### config.mk
export PLATFORM = sky130hd
export DESIGN_NAME = uart_rx_fifo_flat
export DESIGN_NICKNAME = d
export VERILOG_FILES = /design/src/rtl/uart_rx_fifo_if.sv /design/src/rtl/uart_rx_fifo.sv /design/src/flat_wrapper.sv
export SDC_FILE = /design/constraint.sdc
export NUM_CORES = 1
export LEC_CHECK = 0
export CAP_MARGIN = 15
export CORE_MARGIN = 1
export CORE_UTILIZATION = 29
export DETAILED_ROUTE_END_ITERATION = 16
export MAX_ROUTING_LAYER = met4
export PLACE_DENSITY_LB_ADDON = 0.15
export SLEW_MARGIN = 10
export SYNTH_ARGS = -nofsm -noshare
export SYNTH_HDL_FRONTEND = slang
export SYNTH_SLANG_ARGS = --single-unit
export TNS_END_PERCENT = 1
### constraint.sdc
create_clock -name clk -period 3.1 [get_ports clk]
set_input_delay 0.465 -clock clk [delete_from_list [all_inputs] [get_ports clk]]
set_output_delay 0.465 -clock clk [all_outputs]
set_load 0.01 [all_outputs]
### src/rtl/uart_rx_fifo_if.sv
// Core-side register interface of the UART receive FIFO: pop/clear strobes in,
// head data, occupancy and sticky error flags out.
interface uart_rx_fifo_if #(
  parameter int unsigned DEPTH = 16
);
  localparam int unsigned CW = $clog2(DEPTH) + 1;

  logic          read_req;
  logic          clr_err;
  logic [31:0]   rd_data;
  logic          empty;
  logic          full;
  logic [CW-1:0] count;
  logic          overrun;
  logic          frame_err;

  modport master (
    output read_req, clr_err,
    input  rd_data, empty, full, count, overrun, frame_err
  );

  modport slave (
    input  read_req, clr_err,
    output rd_data, empty, full, count, overrun, frame_err
  );
endinterface

### src/rtl/uart_rx_fifo.sv
// UART 8N1 receiver with 16x oversampling feeding a circular byte FIFO.
// The head entry is presented combinationally on rd_data; read_req pops it.
module uart_rx_fifo #(
  parameter int unsigned CLK_FREQ = 100_000_000,
  parameter int unsigned BAUD     = 115200,
  parameter int unsigned DEPTH    = 16,
  parameter int unsigned OVS      = 16
) (
  input  logic           clk,
  input  logic           reset,
  input  logic           rx,
  uart_rx_fifo_if.slave  bus
);

  localparam int unsigned DIV = CLK_FREQ / (BAUD * OVS);
  localparam int unsigned DW  = (DIV > 1) ? $clog2(DIV) : 1;
  localparam int unsigned PW  = $clog2(DEPTH);
  localparam int unsigned CW  = PW + 1;
  localparam logic [3:0]  OS_LAST = 4'(OVS - 1);
  localparam logic [3:0]  OS_MID  = 4'(OVS / 2 - 1);

  typedef enum logic [2:0] {
    S_IDLE,
    S_START,
    S_DATA,
    S_STOP,
    S_BREAK
  } state_t;

  state_t          state_q, state_d;
  logic [DW-1:0]   div_q, div_d;
  logic [3:0]      os_q, os_d;
  logic [2:0]      bit_q, bit_d;
  logic [7:0]      shift_q, shift_d;
  logic            tick;
  logic            stop_ok;
  logic            stop_bad;

  logic            rx_meta, rx_s, rx_prev;

  logic [7:0]      mem [DEPTH];
  logic [PW-1:0]   wr_ptr, rd_ptr;
  logic [CW-1:0]   count_q;
  logic            empty, full;
  logic            push, pop, set_ovr;
  logic            overrun_q, frame_err_q;

  // Two-stage synchroniser plus a delayed copy for falling-edge detection.
  always_ff @(posedge clk or negedge reset) begin
    if (!reset) begin
      rx_meta <= 1'b1;
      rx_s    <= 1'b1;
      rx_prev <= 1'b1;
    end else begin
      rx_meta <= rx;
      rx_s    <= rx_meta;
      rx_prev <= rx_s;
    end
  end

  // Receiver state, baud divider, oversample counter and shift register.
  always_ff @(posedge clk or negedge reset) begin
    if (!reset) begin
      state_q <= S_IDLE;
      div_q   <= '0;
      os_q    <= '0;
      bit_q   <= '0;
      shift_q <= '0;
    end else begin
      state_q <= state_d;
      div_q   <= div_d;
      os_q    <= os_d;
      bit_q   <= bit_d;
      shift_q <= shift_d;
    end
  end

  // Next-state logic: frame sequencing on oversample ticks.
  always_comb begin
    state_d  = state_q;
    div_d    = div_q;
    os_d     = os_q;
    bit_d    = bit_q;
    shift_d  = shift_q;
    stop_ok  = 1'b0;
    stop_bad = 1'b0;
    tick     = (div_q == DW'(DIV - 1));

    if (state_q != S_IDLE) begin
      div_d = tick ? '0 : div_q + DW'(1);
    end

    unique case (state_q)
      S_IDLE: begin
        div_d = '0;
        if (rx_prev && !rx_s) begin
          state_d = S_START;
          os_d    = '0;
        end
      end
      S_START: begin
        if (tick) begin
          if (os_q == OS_MID) begin
            if (rx_s) begin
              state_d = S_IDLE;
            end else begin
              os_d    = '0;
              bit_d   = '0;
              state_d = S_DATA;
            end
          end else begin
            os_d = os_q + 4'd1;
          end
        end
      end
      S_DATA: begin
        if (tick) begin
          if (os_q == OS_LAST) begin
            shift_d = {rx_s, shift_q[7:1]};
            os_d    = '0;
            bit_d   = bit_q + 3'd1;
            if (bit_q == 3'd7) begin
              state_d = S_STOP;
            end
          end else begin
            os_d = os_q + 4'd1;
          end
        end
      end
      S_STOP: begin
        if (tick) begin
          if (os_q == OS_LAST) begin
            if (rx_s) begin
              stop_ok = 1'b1;
              state_d = S_IDLE;
            end else begin
              stop_bad = 1'b1;
              state_d  = S_BREAK;
            end
          end else begin
            os_d = os_q + 4'd1;
          end
        end
      end
      S_BREAK: begin
        if (tick && rx_s) begin
          state_d = S_IDLE;
        end
      end
      default: state_d = S_IDLE;
    endcase
  end

  // A pop while full frees the slot, so the incoming byte is still stored.
  assign empty   = (count_q == '0);
  assign full    = (count_q == CW'(DEPTH));
  assign pop     = bus.read_req && !empty;
  assign push    = stop_ok && (!full || bus.read_req);
  assign set_ovr = stop_ok && full && !bus.read_req;

  // FIFO storage; contents need no reset since pointers define validity.
  always_ff @(posedge clk) begin
    if (push) begin
      mem[wr_ptr] <= shift_q;
    end
  end

  // FIFO pointers and occupancy count.
  always_ff @(posedge clk or negedge reset) begin
    if (!reset) begin
      wr_ptr  <= '0;
      rd_ptr  <= '0;
      count_q <= '0;
    end else begin
      if (push) wr_ptr <= wr_ptr + PW'(1);
      if (pop)  rd_ptr <= rd_ptr + PW'(1);
      unique case ({push, pop})
        2'b10:   count_q <= count_q + CW'(1);
        2'b01:   count_q <= count_q - CW'(1);
        default: count_q <= count_q;
      endcase
    end
  end

  // Sticky error flags; a set event takes priority over clr_err.
  always_ff @(posedge clk or negedge reset) begin
    if (!reset) begin
      overrun_q   <= 1'b0;
      frame_err_q <= 1'b0;
    end else begin
      if (set_ovr)          overrun_q <= 1'b1;
      else if (bus.clr_err) overrun_q <= 1'b0;
      if (stop_bad)         frame_err_q <= 1'b1;
      else if (bus.clr_err) frame_err_q <= 1'b0;
    end
  end

  assign bus.rd_data   = empty ? '1 : {24'h0, mem[rd_ptr]};
  assign bus.empty     = empty;
  assign bus.full      = full;
  assign bus.count     = count_q;
  assign bus.overrun   = overrun_q;
  assign bus.frame_err = frame_err_q;

endmodule
### src/flat_wrapper.sv
// flat-port wrapper written by rule: the top's interface ports become plain ports
module uart_rx_fifo_flat 
#(
  parameter int unsigned CLK_FREQ = 100_000_000,
  parameter int unsigned BAUD     = 115200,
  parameter int unsigned DEPTH    = 16,
  parameter int unsigned OVS      = 16
)
  (clk, reset, rx, bus_read_req, bus_clr_err, bus_rd_data, bus_empty, bus_full, bus_count, bus_overrun, bus_frame_err);
  uart_rx_fifo_if #(.DEPTH(DEPTH)) bus_i ();
  input  logic clk;
  input  logic reset;
  input  logic rx;
  input wire logic [$bits(bus_i.read_req)-1:0] bus_read_req;
  input wire logic [$bits(bus_i.clr_err)-1:0] bus_clr_err;
  output wire logic [$bits(bus_i.rd_data)-1:0] bus_rd_data;
  output wire logic [$bits(bus_i.empty)-1:0] bus_empty;
  output wire logic [$bits(bus_i.full)-1:0] bus_full;
  output wire logic [$bits(bus_i.count)-1:0] bus_count;
  output wire logic [$bits(bus_i.overrun)-1:0] bus_overrun;
  output wire logic [$bits(bus_i.frame_err)-1:0] bus_frame_err;
  assign bus_i.read_req = bus_read_req;
  assign bus_i.clr_err = bus_clr_err;
  assign bus_rd_data = bus_i.rd_data;
  assign bus_empty = bus_i.empty;
  assign bus_full = bus_i.full;
  assign bus_count = bus_i.count;
  assign bus_overrun = bus_i.overrun;
  assign bus_frame_err = bus_i.frame_err;
  uart_rx_fifo #(.CLK_FREQ(CLK_FREQ), .BAUD(BAUD), .DEPTH(DEPTH), .OVS(OVS)) u_core (.clk(clk), .reset(reset), .rx(rx), .bus(bus_i));
endmodule
==> metrics.cfg <==
[critical_path]
ff2ff_setup_slack_ns=0.18
startpoint_type=register
r2r_start=u_core.div_q[1]$_DFF_PN0_
crit_path_max_incr_delay_ns=0.59
worst_ep_required_time_ns=2.63
critPathMaxFanout=10
crit_start=u_core.rd_ptr[1]$_DFFE_PN0P_
path_cells=buf_12, buf_4, mux2i_1, a22oi_1, nand3_1, o211ai_1, clkdlybuf4s50_1
criticalPathCategory=reg -> out
cp.arrival_ns=2.53
cp-end-kind=output pin
worst_path_max_delay_cell=clkdlybuf4s50_1

[pwr]
power-per-cell-area_nw_per_um2=547
leakagePower_nw=3.48
vdd_drop_max_mv=0.398
power_mw=4.90

[detailed_routing]
drtIter0Drc=305
dr.pass1.iters=4
post_drt_via_cell_ratio=4.71
top_layer=met4
wire_per_inst_um=18.6
routed-wl-met2_mm=7.66
drtAntennaViolNets=0
drc=0
dr_wl_met3_um=549
vias=4022
wl_met1_mm=7.56
wl_mm=15.9

[flow_run]
cap_violations=0

[clock_network]
htree_levels=4
clk_latency_ns=0.43
clock-sinks=170
ctsHoldBuffers=0
clock-root-buffer=clkbuf_16
clockBufferDepth=2
cts_tree=done
numCtsBuffers=17
clkTransAtPathRegs_ns=0.08

[timing]
max_freq_ghz=0.334
grt_setup_unrepaired=true
setup_ws_ns=0.105
fin_skew_ns=0.0163
fin_crit_ns=3.00
setup_violations=0
period_share_pct=96.6
slew_headroom_pct=32.7
tns_ns=0
tightest_slew_ns=1.01
maxSlewViolCount=0
finalHoldViolations=0

[synthesis]
yosys_register_bits=170
async_flop_share_pct=24.7
synthCells=474
syn_area_per_cell_um2=15.9
syn_nets=493
ys_seq_area_share_pct=65.0
synth_cell_types=62
yosysWarnings=0
yosysTopAreaCellShare_pct=51.0
synth-main-ff-cell=edfxtp_1
synth_edf_count=128
syn-cell-area_um2=7530
synth.top_cells.by_area=edfxtp_1 51%, dfrtp_1 13%, mux4_2 7.2%
synth_largest_area_cell=edfxtp_1

[place]
io_buffers=45
place.gp.congestion=0.767
placed_area_um2=8230
pre_cts_slack_ns=0.115
dpl.hpwl_mm=10.1

[die]
dieArea_um2=26600
initial_utilization_pct=29.8
io_pins=46
rows=58
dieHeight_um=163
core-area_um2=25300
die_x_um=163

[worst_hold_path]
hold_path.class=in -> async

[layout]
final_design_area_no_fill_um2=8960
drive_gt1_share_pct=22.9
antenna_cells=0
final_util_pct=35.4
num-nets-final=530
area_delta_synth_final_pct=18.9

[global_routing]
grt.total_usage_pct=13.1
first_global_vias=4123
grt-ovfl-total=0
grt_first_pass_wirelength_mm=24.7
grt_max_degree=43
grt_antenna_before_repair=0

[outcome]
outcome=completed

cell type report:
type,count,area (µm²)
Multi-Input combinational cell,244,2320
Inverter,11,41.3
Clock buffer,17,425
Clock inverter,15,185
Tap cell,330,413
Sequential cell,170,4900
Fill cell,2397,16400
Timing Repair Buffer,67,668
per-stage QoR:
stage | cells | hold WS, ns
floorplan | 474 | 0.169
global placement | 817 | 0.347
detailed placement | 817 | 0.349
CTS | 852 | 0.229
global route | 854 | 0.277
finish | 854 | 0.207
flip-flops by register name, summed over array words and instances (netlist names):
register,cells
u_core.shift_q,8
u_core.bit_q,3
u_core.rx_s,1
u_core.os_q,4
u_core.state_q,3
u_core.bus.count,5
u_core.mem,128
u_core.bus.frame_err,1
u_core.rx_meta,1
u_core.bus.overrun,1
u_core.rd_ptr,4
u_core.rx_prev,1
u_core.div_q,6
u_core.wr_ptr,4
kinds of logic (layout without fill, tap and decap cells):
kind of cell	after synthesis	count (layout)	share of synthesized area, %
buffers and inverters	60	110	4.62
AND/OR/NAND/NOR	103	103	9.00
flip-flops	170	170	65.0
multiplexers	62	62	12.5
AO/OA/AOI/OAI	49	49	4.68
adder cells (fa/ha/maj)	14	14	2.32
XOR/XNOR	16	16	1.86
cell usage in the layout, fill, tap and decap left out, types with 16 or more instances in the layout:
cell type          n
mux2i_1           24
dfrtp_1           36
edfxtp_1         128
clkdlybuf4s50_1   41
clkbuf_16         17
mux4_2            24
buf_4             19
nor2_1            16
repair_timing:
| action | in CTS | in global routing |
|---|---|---|
| endpoints found under the hold margin | 0 | 0 |
| resized for setup | 4 | 9 |
| gates cloned | 1 | 0 |
| buffers inserted | 2 | 2 |
| endpoints found under the setup margin | 8 | 32 |
metal layers:
layer / vias up / track usage (%)
met5: - / -
met4: 0 / 3.44
met3: 13 / 3.10
met2: 79 / 20.7
met1: 2058 / 17.0
li1: 1872 / -
synthesized netlist by cell type (3+ instances only):
master      n
edfxtp_1  128
buf_4      25
inv_1      11
a22oi_1     8
buf_2      11
mux2i_1    24
and3_1      3
o211ai_1    8
mux4_2     24
ha_1       14
nor2_1     17
a21oi_1     9
mux2_2     13
o21ai_0     6
nand2_1     9
nand3_1    14
dfstp_2     3
xor2_1      7
and2_1     14
a31oi_1     3
xnor2_1     9
dfrtp_1    39
nor2b_1     3
and4_2      4
nor3_1      4
clkbuf_1    9
nand2b_1   12
power by group:
group	internal [mW]	switching, mW	total, mW
Clock	1.17	1.01	2.18
Sequential	2.47	0.0619	2.54
Combinational	0.0875	0.101	0.188
Total	3.73	1.17	4.90
path summary, 6_finish.rpt:
check                                             endpoint  cells after the start
setup / recovery                            bus_rd_data[6]                      7
hold / removal                   u_core.div_q[2]$_DFF_PN0_                      1
setup reg to reg           u_core.bus.count[4]$_DFFE_PN0P_                     13
hold reg to reg                      u_core.rx_s$_DFF_PN1_                      0
max in group asynchronous     u_core.rd_ptr[1]$_DFFE_PN0P_                      1
min in group clk                     u_core.rx_s$_DFF_PN1_                      0
critical path: cells and delay by family (launching register included):
family,cells,cell delay (ns)
compound gates,2,0.37
buf+inv,3,0.93
flops,1,0.58
mux,1,0.12
simple gates,1,0.10
Note: power is estimated with default switching activity, not from simulation.
